$ cat config.mk
export PLATFORM = sky130hd
export DESIGN_NAME = mem_bus_arbiter
export DESIGN_NICKNAME = d
export VERILOG_FILES = /design/src/rtl/mem_bus_arbiter.sv
export SDC_FILE = /design/constraint.sdc
export NUM_CORES = 1
export LEC_CHECK = 0
export BUFFER_PORTS_ARGS = -buffer_cell sky130_fd_sc_hd__buf_4
export CORE_AREA = 2 2 169 171
export CTS_CLUSTER_DIAMETER = 40
export DETAILED_ROUTE_END_ITERATION = 8
export DIE_AREA = 0 0 171 173
export PLACE_DENSITY = 0.47
export SLEW_MARGIN = 20
export SYNTH_ARGS = -nofsm -noshare
export SYNTH_HDL_FRONTEND = slang
export SYNTH_SLANG_ARGS = --single-unit
$ cat constraint.sdc
create_clock -name CLK -period 2.35 [get_ports CLK]
set_input_delay 0.47 -clock CLK [delete_from_list [all_inputs] [get_ports CLK]]
set_output_delay 0.47 -clock CLK [all_outputs]
set_load 0.02 [all_outputs]
$ cat src/rtl/mem_bus_arbiter.sv
// rtl/mem_bus_arbiter.sv - two-core icache/dcache arbiter onto a single RAM port
//
// Grants one cache access at a time to the RAM. Data caches always beat
// instruction caches; between cores, round-robin keyed on the last core served
// for each cache type. One word per grant unless block locking is enabled.
//
// Optional feature macro: ARB_BLOCK_LOCK_EN
//   When defined, a dcache word completed with cctrans[owner]=1 keeps the
//   grant on the same core, so a block transfer is not interleaved.
//   When undefined, cctrans is ignored.
//
// Ports:
//   CLK, nRST           clock (rising edge), asynchronous active-low reset
//   iREN, iaddr         per-core icache read request and word address
//   iwait, iload        per-core icache stall (low = iload valid) and data
//   dREN, dWEN, cctrans per-core dcache read/write request, block flag
//   daddr, dstore       per-core dcache address and write data
//   dwait, dload        per-core dcache stall (low = access done) and data
//   ramREN, ramWEN      RAM read/write enables
//   ramaddr, ramstore   RAM address and write data
//   ramload, ram_ready  RAM read data and completion strobe

module mem_bus_arbiter #(
    parameter int CPUS   = 2,
    parameter int ADDR_W = 32
) (
    input  logic                         CLK,
    input  logic                         nRST,
    input  logic [CPUS-1:0]              iREN,
    input  logic [CPUS-1:0][ADDR_W-1:0]  iaddr,
    output logic [CPUS-1:0]              iwait,
    output logic [CPUS-1:0][ADDR_W-1:0]  iload,
    input  logic [CPUS-1:0]              dREN,
    input  logic [CPUS-1:0]              dWEN,
    input  logic [CPUS-1:0]              cctrans,
    input  logic [CPUS-1:0][ADDR_W-1:0]  daddr,
    input  logic [CPUS-1:0][ADDR_W-1:0]  dstore,
    output logic [CPUS-1:0]              dwait,
    output logic [CPUS-1:0][ADDR_W-1:0]  dload,
    output logic                         ramREN,
    output logic                         ramWEN,
    output logic [ADDR_W-1:0]            ramaddr,
    output logic [ADDR_W-1:0]            ramstore,
    input  logic [ADDR_W-1:0]            ramload,
    input  logic                         ram_ready
);

    typedef enum logic [1:0] {
        IDLE   = 2'd0,
        DGRANT = 2'd1,
        IGRANT = 2'd2
    } state_t;

    state_t state_q, state_d;
    logic   owner_q, owner_d;
    logic   dptr_q,  dptr_d;
    logic   iptr_q,  iptr_d;

    logic [CPUS-1:0] dreq;
    assign dreq = dREN | dWEN;

`ifndef ARB_BLOCK_LOCK_EN
    logic unused_cctrans;
    assign unused_cctrans = ^cctrans;
`endif

    // Both requesting: serve the core that was not served last.
    // Otherwise the sole requester (req[1] selects core 1).
    function automatic logic pick(input logic [1:0] req, input logic last);
        return (req == 2'b11) ? ~last : req[1];
    endfunction

    // State register
    always_ff @(posedge CLK or negedge nRST) begin
        if (!nRST) begin
            state_q <= IDLE;
            owner_q <= 1'b0;
            dptr_q  <= 1'b1;
            iptr_q  <= 1'b1;
        end else begin
            state_q <= state_d;
            owner_q <= owner_d;
            dptr_q  <= dptr_d;
            iptr_q  <= iptr_d;
        end
    end

    // Next-state logic
    always_comb begin
        state_d = state_q;
        owner_d = owner_q;
        dptr_d  = dptr_q;
        iptr_d  = iptr_q;
        case (state_q)
            IDLE: begin
                if (|dreq) begin
                    state_d = DGRANT;
                    owner_d = pick(dreq[1:0], dptr_q);
                end else if (|iREN) begin
                    state_d = IGRANT;
                    owner_d = pick(iREN[1:0], iptr_q);
                end
            end
            DGRANT: begin
                if (!dreq[owner_q]) begin
                    // Abandoned request: release without crediting the core.
                    state_d = IDLE;
                end else if (ram_ready) begin
                    dptr_d = owner_q;
`ifdef ARB_BLOCK_LOCK_EN
                    if (!cctrans[owner_q]) begin
                        state_d = IDLE;
                    end
`else
                    state_d = IDLE;
`endif
                end
            end
            IGRANT: begin
                if (!iREN[owner_q]) begin
                    state_d = IDLE;
                end else if (ram_ready) begin
                    iptr_d  = owner_q;
                    state_d = IDLE;
                end
            end
            default: state_d = IDLE;
        endcase
    end

    // Output logic
    always_comb begin
        ramREN   = 1'b0;
        ramWEN   = 1'b0;
        ramaddr  = '0;
        ramstore = '0;
        iwait    = '1;
        dwait    = '1;
        case (state_q)
            DGRANT: begin
                ramaddr        = daddr[owner_q];
                ramstore       = dstore[owner_q];
                ramWEN         = dWEN[owner_q];
                // Write wins when both enables are raised together.
                ramREN         = dREN[owner_q] & ~dWEN[owner_q];
                dwait[owner_q] = ~ram_ready;
            end
            IGRANT: begin
                ramaddr        = iaddr[owner_q];
                // Gated by the request so an abandoned fetch drives no enable.
                ramREN         = iREN[owner_q];
                iwait[owner_q] = ~ram_ready;
            end
            default: begin
            end
        endcase
    end

    // Read data is broadcast; the wait signals qualify it.
    always_comb begin
        for (int i = 0; i < CPUS; i++) begin
            iload[i] = ramload;
            dload[i] = ramload;
        end
    end

endmodule

==> metrics.md, run 1 <==
| Metric | Value |
|---|---|
| DRT antenna net count | `0` |
| Share of flip-flops with an asynchronous set or reset | `100%` |
| Max Clock Freq | `441 MHz` |
| Most common cell in the netlist | `sky130_fd_sc_hd__buf_4` |
| Library cell with the largest summed area after synthesis | `sky130_fd_sc_hd__buf_4` |
| Count of cell types in the netlist | `33` |
| Least setup slack across all paths after layout | `80.5 ps` |
| HPWL reported at the end of detailed placement | `10300 um` |
| Leakage component of the power | `2.29 nW` |
| Clock buffer depth | `2` |
| Count of routing violations after the opening detailed-route iteration | `40` |
| Number of maximum-capacitance constraint violations | `0` |
| Most common cell on crit path | `sky130_fd_sc_hd__buf_4` |
| Net switching fraction of the power | `46.2%` |
| Post-synth top cells | `sky130_fd_sc_hd__buf_4 (132), sky130_fd_sc_hd__mux2_2 (65), sky130_fd_sc_hd__nor2b_1 (65)` |
| Library cell contributing the largest single delay on the critical path | `sky130_fd_sc_hd__dfrtp_4` |
| Cts-stage hold buffer count | `0` |
| Most area-consuming cells after synthesis | `sky130_fd_sc_hd__buf_4 (31%), sky130_fd_sc_hd__mux2_2 (23%), sky130_fd_sc_hd__nor2b_1 (13%), sky130_fd_sc_hd__mux2i_1 (10%), sky130_fd_sc_hd__a22oi_1 (7.5%)` |
| Placed cell count | `907` |
| Number of vias after detailed routing | `3161` |
| Initial antenna violation count | `0` |
| Share of the clock period used by the worst path | `96.6%` |
| Area growth syn-to-layout | `52.7%` |
| Net switching power figure | `2.10 mW` |
| Die area | `29600 um2` |
| Met3 track demand over resource | `1.58%` |
| Starting density of the core | `11.7%` |
| Pwr/cell area | `922 nW/um2` |
| CORE AREA | `27600 um2` |
| Number of max-slew violations in the final report | `0` |
| Global route total overflow | `0` |
| CP Data Required Time | `1880 ps` |
| Count of state elements after synthesis | `5` |
| Port buffer count | `270` |
| Cell-internal power | `2.44 mW` |
| Drt drc | `0` |
| Minimum hold slack | `40.5 ps` |
| Insertion delay of the later-clocked pin in the worst-skew pair | `230 ps` |
| Number of top-level design ports | `433` |
| Final #Nets | `776` |
| Width of the chip | `171 um` |
| Number of enable flip-flop cells after synthesis | `0` |
| Clock tree from TritonCTS | `built` |
| Power, Total | `4.54 mW` |
| Met1 track utilization from global routing | `7.67%` |
| Power share of the clock group | `6.2%` |
| Remaining max-slew budget at the tightest pin | `62.6%` |
| Measured slew at the worst slew-check pin | `556 ps` |
| Worst-case clock skew | `3.36 ps` |
| Syn_nets | `639` |
| Endpoints failing hold | `0` |
| Critical path arrival | `1800 ps` |
| Final period demand of the worst path | `2270 ps` |
| Cts bufs inserted | `3` |
| Final WL | `12600 um` |
| Combinational fraction of design power | `89.2%` |
| Root cell of the clock tree | `sky130_fd_sc_hd__clkbuf_16` |
| Busiest layer in global routing | `met2` |
| Slowest Stage Delay on Critical Path | `550 ps` |
| Standard-cell row count | `61` |
| Synthesized instance count | `400` |
| Worst setup timing slack at the placement stage | `198 ps` |
| Worst VDD drop | `0.270 mV` |
| Met2 track demand over resource in global routing | `14.3%` |
| Number of warning messages in the yosys log | `0` |
| Run status | `complete, no violations` |
| Type of the worst setup path | `flop to primary output` |
| CP top delay family | `flip-flops` |
| Sequential area share after synthesis | `3.96%` |
| H-Tree Depth | `1` |
| Mean cell area of the mapped netlist | `8.06 um2` |
| Worst Path Buf+Inv | `2` |
| Via count of the first global-routing pass | `3152` |
| Sink Count | `5` |
| Area of all placed cells without fillers | `4920 um2` |
| Maximum fanout count along the critical path | `9` |
| Post-synth top area share | `30.7%` |
| Number of detailed-route iterations in the first pass | `4` |
| Clock slew at reported path FFs | `40 ps` |
| Tightest Hold Check Type | `input pin to asynchronous set/reset pin` |
| Placer Congestion | `0.706` |
| Wire length per cell after detailed routing | `13.8 um` |
| List of cells traversed by the critical path | `buf_4 > mux2_2 > a22oi_1 > nor2b_1 > buf_4` |
| Unrepaired setup endpoints after global routing | `yes` |
| Global-route wire length before repair | `17100 um` |
| Die span in y | `173 um` |
| Startpoint Class | `flop` |
| GRT Total Usage | `7.34%` |
| Sort of element at the end of the critical path | `primary output` |
| Placed inst area | `4800 um2` |
| Number of vias per cell | `3.46` |
| Total standard cell area after synthesis | `3220 um2` |
| Number of standard cells in the final layout excluding fillers | `914` |
| Antenna cells | `0` |
| Share of layout cells above drive strength 1 | `67.4%` |
| Primary FF master, synth | `sky130_fd_sc_hd__dfrtp_1` |
| Flop pwr share | `4.6%` |
| Count of fill cells added during filler insertion | `3142` |
| Final count of negative-setup-slack endpoints | `0` |
| Maximum number of pins on one net before global-route repair | `37` |
## cell families (layout without fill, tap and decap cells)
group                    count (synthesis)  count (layout)  synth area share [%]
AO/OA/AOI/OAI                           45              45                  10.0
adder cells (fa/ha/maj)                  4               4                  1.55
buffers and inverters                  158             294                  34.7
flip-flops                               5               5                  3.96
multiplexers                            98              98                  33.0
AND/OR/NAND/NOR                         90              90                  16.8
## registers in the layout (all words and copies together) (netlist names)
register and cells:
dptr_q 1, state_q 2, owner_q 1, iptr_q 1
## worst reg2reg max path, cell delays in order (launching register included)
cell and delay [ps]:
sky130_fd_sc_hd__dfrtp_4 550, sky130_fd_sc_hd__buf_12 260, sky130_fd_sc_hd__or3b_1 380, sky130_fd_sc_hd__a32oi_1 240, sky130_fd_sc_hd__o31ai_1 110, sky130_fd_sc_hd__a21o_1 180
## power by group through the flow
stage / sequential (mW) / clock [mW] / combinational, mW
3_5_place_dp: 0.222 / 0 / 4.04
4_1_cts: 0.205 / 0.287 / 4.09
2_1_floorplan: 0.144 / 0 / 2.85
5_1_grt: 0.223 / 0.292 / 4.35
3_3_place_gp: 0.223 / 0 / 4.06
6_report: 0.207 / 0.282 / 4.05
## area by class of cell
cell class              instances  area, um2  area share, %
multi-input cells             237       1980           40.2
clock buffers                   4       78.8           1.60
inverters                       3       11.3          0.229
well taps                     378        473           9.61
flip-flops and latches          5        131           2.67
repair buffers                287       2250           45.7
## layer usage
layer	wire, um	share of wire, %	vias to the layer above
met5	0	0	-
met4	352	2.8	0
met3	1420	11	37
met2	6140	49	248
met1	4670	37	1362
li1	-	-	1514
## worst paths after layout
kind                            startpoint           to  slack (ps)  depth (start not counted)
worst min register to register      dptr_q       dptr_q         480                          2
max in group asynchronous             nRST       dptr_q        2110                          1
worst max register to register     owner_q   state_q[1]         520                          5
worst min-delay path                  nRST      owner_q          40                          1
min in group CLK                    dptr_q       dptr_q         480                          2
worst max-delay path               owner_q  ramaddr[30]          80                          5
## through the flow
step                      TNS (ps)  utilization [%]
after floorplan                  0                -
after global placement           0             17.4
after detailed placement         0             17.4
after CTS                        0             17.7
after global routing         -45.9             17.8
final                            0             17.8
## timing repair
action,in CTS,in global routing
setup endpoints to repair,6,5
gates resized for setup,0,0
buffers inserted,2,0
gates cloned,0,1
## cell usage in the layout (no fill, tap or decap), drive strengths merged, types with 2 or more instances in the layout
cell	Yosys	routed
a21o	2	2
a21boi	2	2
a22oi	32	32
mux2i	33	33
dfrtp	3	3
nand2	6	6
buf	144	286
nand3	5	5
mux2	65	65
nor3b	2	2
clkbuf	11	5
ha	4	4
nor2	5	5
inv	3	3
dfstp	2	2
o21ai	6	6
nor2b	65	65
Note: power is estimated with default switching activity, not from simulation.
==> run 2: changes to the inputs <==
--- a/config.mk
+++ b/config.mk
@@ -10,6 +10,7 @@
 export CTS_CLUSTER_DIAMETER = 40
 export DETAILED_ROUTE_END_ITERATION = 8
 export DIE_AREA = 0 0 171 173
+export GPL_TIMING_DRIVEN = 0
 export PLACE_DENSITY = 0.47
 export SLEW_MARGIN = 20
 export SYNTH_ARGS = -nofsm -noshare
==> metrics.md, run 2 (synthesis gave the netlist of run 1 again) <==
| Metric | Value |
|---|---|
| Measured slew at the worst slew-check pin | `564 ps (+8.07 ps)` |
| Cts bufs inserted | `3 (unchanged)` |
| Global-route wire length before repair | `24300 um (+42%)` |
| Max Clock Freq | `440 MHz (about the same)` |
| Maximum number of pins on one net before global-route repair | `11 (-70%)` |
| Wire length per cell after detailed routing | `15.3 um (+11%)` |
| Library cell contributing the largest single delay on the critical path | `sky130_fd_sc_hd__mux2_2` |
| Minimum hold slack | `37.1 ps (-3.38 ps)` |
| Power share of the clock group | `5.2% (-1.0 points)` |
| Die area | `29600 um2 (unchanged)` |
| GRT Total Usage | `10.7% (+3.4 points)` |
| Unrepaired setup endpoints after global routing | `yes` |
| Maximum fanout count along the critical path | `10 (+1)` |
| Number of vias per cell | `3.57 (+3.3%)` |
| Sink Count | `5 (unchanged)` |
| Cts-stage hold buffer count | `0 (unchanged)` |
| Clock tree from TritonCTS | `built` |
| Final WL | `18000 um (+43%)` |
| Die span in y | `173 um (unchanged)` |
| Width of the chip | `171 um (unchanged)` |
| Post-layout utilization of the core | `25.2% (+7.4 points)` |
| Share of layout cells above drive strength 1 | `79.2% (+12 points)` |
| Drt drc | `0 (unchanged)` |
| Area growth syn-to-layout | `116%` |
| Number of maximum-capacitance constraint violations | `0 (unchanged)` |
| Number of vias after detailed routing | `4220 (+34%)` |
| Clock buffer depth | `2 (unchanged)` |
| Count of routing violations after the opening detailed-route iteration | `61 (+53%)` |
| H-Tree Depth | `1 (unchanged)` |
| Least setup slack across all paths after layout | `79.8 ps (-0.712 ps)` |
| Global route total overflow | `0 (unchanged)` |
| Most frequent standard cell in the layout excluding fill and tap cells | `sky130_fd_sc_hd__buf_4` |
| Placer Congestion | `0.726 (+2.8%)` |
| Pwr/cell area | `779 nW/um2 (-16%)` |
| Via count of the first global-routing pass | `4226 (+34%)` |
| Startpoint Class | `flop` |
| Antenna cells | `0 (unchanged)` |
| List of cells traversed by the critical path | `buf_6 > buf_2 > mux2_2 > a22oi_1 > nor2b_2 > buf_4` |
| Initial antenna violation count | `0 (unchanged)` |
| Worst VDD drop | `0.293 mV (+8.6%)` |
| Worst setup timing slack at the placement stage | `-768 ps (-966 ps)` |
| Combinational fraction of design power | `91.9% (+2.7 points)` |
| Flip-flop count of the largest register after layout | `2 (unchanged)` |
| Worst-case clock skew | `4.27 ps (+0.916 ps)` |
| Post-Route Setup TNS | `0 ps (unchanged)` |
| Most frequent cells in the layout | `sky130_fd_sc_hd__buf_4 (533), sky130_fd_sc_hd__mux2_2 (65), sky130_fd_sc_hd__nor2b_1 (62), sky130_fd_sc_hd__mux2i_1 (31), sky130_fd_sc_hd__a22oi_1 (30)` |
| Cell-internal power | `2.84 mW (+16%)` |
| Number of max-slew violations in the final report | `0 (unchanged)` |
| Length in cells of the worst reg-to-reg path | `6 (+1)` |
| Number of detailed-route iterations in the first pass | `4 (unchanged)` |
| Clock slew at reported path FFs | `40 ps (about the same)` |
| Crit path to | `ramaddr[10]` |
| DRT antenna net count | `0 (unchanged)` |
| CP Data Required Time | `1880 ps (about the same)` |
| Launch point of the worst path | `owner_q` |
| CORE AREA | `27600 um2 (unchanged)` |
| Final #Nets | `1043 (+34%)` |
| Final count of negative-setup-slack endpoints | `0 (unchanged)` |
| Tightest Hold Check Type | `input pin to asynchronous set/reset pin` |
| Flop pwr share | `2.9% (-1.7 points)` |
| Sort of element at the end of the critical path | `primary output` |
| Root cell of the clock tree | `sky130_fd_sc_hd__clkbuf_16` |
| Net switching power figure | `2.58 mW (+23%)` |
| Remaining max-slew budget at the tightest pin | `62.0% (-0.54 points)` |
| Share of the clock period used by the worst path | `96.6% (about the same)` |
| Standard-cell row count | `61 (unchanged)` |
| Capturing point of the worst reg2reg path | `state_q[0]` |
| Slowest Stage Delay on Critical Path | `370 ps (-180 ps)` |
| Number of top-level design ports | `433 (unchanged)` |
| Leakage component of the power | `3.57 nW (+56%)` |
| Reg with most FFs | `state_q` |
| Starting density of the core | `11.7% (unchanged)` |
| Port buffer count | `398 (+47%)` |
| Final period demand of the worst path | `2270 ps (+0.712 ps)` |
| Worst R2R Setup Slack | `880 ps (+360 ps)` |
| Run status | `complete, no violations` |
| Type of the worst setup path | `flop to primary output` |
| Net switching fraction of the power | `47.6% (+1.4 points)` |
| Critical path arrival | `1800 ps (about the same)` |
| Endpoints failing hold | `0 (unchanged)` |
| Count of fill cells added during filler insertion | `3077 (-2.1%)` |
| Insertion delay of the later-clocked pin in the worst-skew pair | `230 ps (about the same)` |
| HPWL reported at the end of detailed placement | `15300 um (+49%)` |
| Worst reg2reg startpoint | `state_q[1]` |
==> run 2: power by group through the flow <==
stage                     Clock [mW]  Sequential [mW]  Combinational, mW
after floorplan                    0            0.144               2.85
after global placement             0            0.148               4.76
after detailed placement           0            0.148               4.75
after CTS                      0.286            0.152               4.97
after global routing           0.291            0.162               5.37
final                          0.284            0.156               4.98
==> run 2: worst min-delay path by stage <==
stage	end	depth (start not counted)
2_1_floorplan	owner_q	0
3_3_place_gp	owner_q	1
3_5_place_dp	owner_q	1
4_1_cts	owner_q	1
5_1_grt	owner_q	1
6_report	owner_q	1
==> run 2: metal layers <==
| layer | routed length [um] | vias to the layer above | global-route usage [%] |
|---|---|---|---|
| li1 | - | 2048 | - |
| met1 | 6540 | 1894 | 11.4 |
| met2 | 9680 | 270 | 21.6 |
| met3 | 1720 | 8 | 2.29 |
| met4 | 95 | 0 | 1.24 |
| met5 | 0 | - | 0 |
==> run 2: critical path: cells and delay by family (launching register included) <==
kind                   cells  cell delay [ps]
and+or+nand+nor            1               90
DFF                        1              330
muxes                      1              370
AOI/OAI and AO/OA          1              170
buffers and inverters      3              600
==> run 2: cell type report <==
cell class	count	area [um2]	area share (%)
Timing Repair Buffer	400	3020	43.4
Multi-Input combinational cell	237	2020	29.0
Buffer	154	1230	17.7
Clock buffer	4	78.8	1.13
Sequential cell	5	129	1.85
Inverter	3	11.3	0.162
Tap cell	378	473	6.79
==> run 2: per-stage QoR <==
stage | area [um2] | power (mW) | cells
floorplan | 3220 | 2.99 | 400
global placement | 6680 | 4.91 | 1176
detailed placement | 6680 | 4.90 | 1176
CTS | 6890 | 5.40 | 1179
global route | 6960 | 5.82 | 1181
finish | 6960 | 5.42 | 1181
==> run 2: timing repair <==
action                                  in CTS  in global routing
setup buffers                                0                  1
endpoints found under the setup margin      71                 44
cloned                                       0                  1
resized for setup                           46                 19
==> run 3: changes to the inputs <==
--- a/config.mk
+++ b/config.mk
@@ -11,7 +11,6 @@
 export DETAILED_ROUTE_END_ITERATION = 8
 export DIE_AREA = 0 0 171 173
 export GPL_TIMING_DRIVEN = 0
-export PLACE_DENSITY = 0.47
 export SLEW_MARGIN = 20
 export SYNTH_ARGS = -nofsm -noshare
 export SYNTH_HDL_FRONTEND = slang
==> metrics.md, run 3 (synthesis gave the netlist of run 1 again) <==
| Metric | Value |
|---|---|
| Run status | `complete, no violations` |
| Remaining max-slew budget at the tightest pin | `66.7% (+4.7 points)` |
| Die span in y | `173 um (unchanged)` |
| Reg with most FFs | `state_q` |
| CORE AREA | `27600 um2 (unchanged)` |
| Final WL | `18300 um (+1.2%)` |
| Worst VDD drop | `0.294 mV (+0.17%)` |
| Tightest Hold Check Type | `input pin to asynchronous set/reset pin` |
| Max Clock Freq | `431 MHz (-2.2%)` |
| Post-Route Setup TNS | `0 ps (unchanged)` |
| Number of top-level design ports | `433 (unchanged)` |
| Maximum fanout count along the critical path | `10 (unchanged)` |
| Placer Congestion | `0.741 (+2.2%)` |
| Cts bufs inserted | `3 (unchanged)` |
| Leakage component of the power | `3.53 nW (-1.1%)` |
| Startpoint Class | `flop` |
| Final #Nets | `1040 (-0.29%)` |
| Share of the clock period used by the worst path | `98.8% (+2.2 points)` |
| Root cell of the clock tree | `sky130_fd_sc_hd__clkbuf_16` |
| Worst-case clock skew | `1.04 ps (-3.24 ps)` |
| Via count of the first global-routing pass | `4217 (-0.21%)` |
| Slowest Stage Delay on Critical Path | `450 ps (+80 ps)` |
| Number of maximum-capacitance constraint violations | `0 (unchanged)` |
| Endpoints failing hold | `0 (unchanged)` |
| Count of fill cells added during filler insertion | `3061 (-0.52%)` |
| Critical path arrival | `1850 ps (+50 ps)` |
| Clock slew at reported path FFs | `30 ps (about the same)` |
| Maximum number of pins on one net before global-route repair | `20 (+9)` |
| Width of the chip | `171 um (unchanged)` |
| HPWL reported at the end of detailed placement | `16300 um (+6.2%)` |
| Port buffer count | `398 (unchanged)` |
| Post-CTS Setup Inserts | `0 (unchanged)` |
| Number of vias after detailed routing | `4173 (-1.1%)` |
| Clock buffer depth | `2 (unchanged)` |
| Pwr/cell area | `762 nW/um2 (-2.2%)` |
| Global-route wire length before repair | `24900 um (+2.4%)` |
| Standard-cell row count | `61 (unchanged)` |
| Sort of element at the end of the critical path | `primary output` |
| H-Tree Depth | `1 (unchanged)` |
| List of cells traversed by the critical path | `inv_1 > ha_2 > clkbuf_4 > nor2b_1 > buf_4` |
| Most frequent cells in the layout | `sky130_fd_sc_hd__buf_4 (534), sky130_fd_sc_hd__mux2_2 (65), sky130_fd_sc_hd__nor2b_1 (65), sky130_fd_sc_hd__mux2i_1 (32), sky130_fd_sc_hd__a22oi_1 (31)` |
| CP Data Required Time | `1880 ps (about the same)` |
| Final count of negative-setup-slack endpoints | `0 (unchanged)` |
| Initial antenna violation count | `1 (+1)` |
| Type of the worst setup path | `flop to primary output` |
| Number of vias per cell | `3.54 (-0.95%)` |
| Most frequent standard cell in the layout excluding fill and tap cells | `sky130_fd_sc_hd__buf_4` |
| Clock tree from TritonCTS | `built` |
| Global route total overflow | `0 (unchanged)` |
| Count of routing violations after the opening detailed-route iteration | `125 (+100%)` |
| Library cell contributing the largest single delay on the critical path | `sky130_fd_sc_hd__ha_2` |
| GRT Total Usage | `11.1% (+0.38 points)` |
| Unrepaired setup endpoints after global routing | `yes` |
| Final period demand of the worst path | `2320 ps (+50.9 ps)` |
| Wire length per cell after detailed routing | `15.5 um (+1.4%)` |
| Number of max-slew violations in the final report | `0 (unchanged)` |
| Share of layout cells above drive strength 1 | `78.6% (-0.58 points)` |
| Die area | `29600 um2 (unchanged)` |
| Area growth syn-to-layout | `113%` |
| Insertion delay of the later-clocked pin in the worst-skew pair | `230 ps (about the same)` |
| Sink Count | `5 (unchanged)` |
| Measured slew at the worst slew-check pin | `495 ps (-69.3 ps)` |
| Drt drc | `0 (unchanged)` |
| DRT antenna net count | `0 (unchanged)` |
| Power, Total | `5.24 mW (-3.5%)` |
| Number of detailed-route iterations in the first pass | `4 (unchanged)` |
| Starting density of the core | `11.7% (unchanged)` |
| Flip-flop count of the largest register after layout | `2 (unchanged)` |
==> run 3: changes by cell type in the layout (fill, tap and decap cells not counted), sizes merged <==
| cell | previous run | this run |
|---|---|---|
| buf | 544 | 543 |
| clkbuf | 14 | 12 |
| diode | 0 | 1 |
==> run 3: final timing paths <==
kind                       startpoint     endpoint  slack [ps]  depth (start not counted)
setup / recovery           state_q[1]  ramaddr[14]          30                          5
hold reg to reg                dptr_q       dptr_q         480                          2
hold / removal                   nRST      owner_q          40                          1
min in group CLK               dptr_q       dptr_q         480                          2
max in group asynchronous        nRST       dptr_q        2120                          1
setup reg to reg           state_q[0]   state_q[0]         880                          6
==> run 3: per-layer routing <==
metal | track usage (%) | up-vias | part of all wire (%)
met5 | 0 | - | 0
met2 | 22.8 | 264 | 54
met1 | 11.4 | 1854 | 36
met4 | 2.08 | 0 | 1.4
met3 | 1.95 | 13 | 8.4
li1 | - | 2042 | -
==> run 3: final cells by class <==
type | count | area [um2] | area share, %
sequential | 5 | 129 | 1.88
tap | 378 | 473 | 6.88
clock buffer | 4 | 78.8 | 1.15
timing repair buffer | 398 | 2990 | 43.5
buffer | 153 | 1180 | 17.2
multi-input combinational | 237 | 2000 | 29.2
antenna | 1 | 2.50 | 0.0364
inverter | 3 | 11.3 | 0.164
==> run 3: metrics by stage <==
stage          instance area [um2]  instances  setup slack, ps  utilization (%)  hold WS [ps]
2_1_floorplan                 3220        400              255                -           174
3_3_place_gp                  6680       1176             -663             24.2           277
3_5_place_dp                  6680       1176             -668             24.2           279
4_1_cts                       6850       1178           -0.145             24.8          37.6
5_1_grt                       6870       1179            -40.5             24.9          33.0
6_report                      6870       1179             28.9             24.9          37.4
==> run 3: report_power, final <==
part	total (mW)	internal [mW]	leakage (nW)	switching [mW]
sequential	0.159	0.130	0.0569	0.0293
combinational	4.79	2.35	3.44	2.44
clock	0.283	0.225	0.0382	0.0582
==> run 3: what timing repair did <==
item	CTS	global route
gates resized for setup	37	11
hold endpoints to repair	0	0
hold buffers	0	0
endpoints found under the setup margin	70	35
==> run 3: critical path, delay by kind of cell (launching register included) <==
family                     cells  cell delay [ps]
buffers and inverters          3              540
adders and majority gates      1              450
DFF                            1              400
and+or+nand+nor                1              230
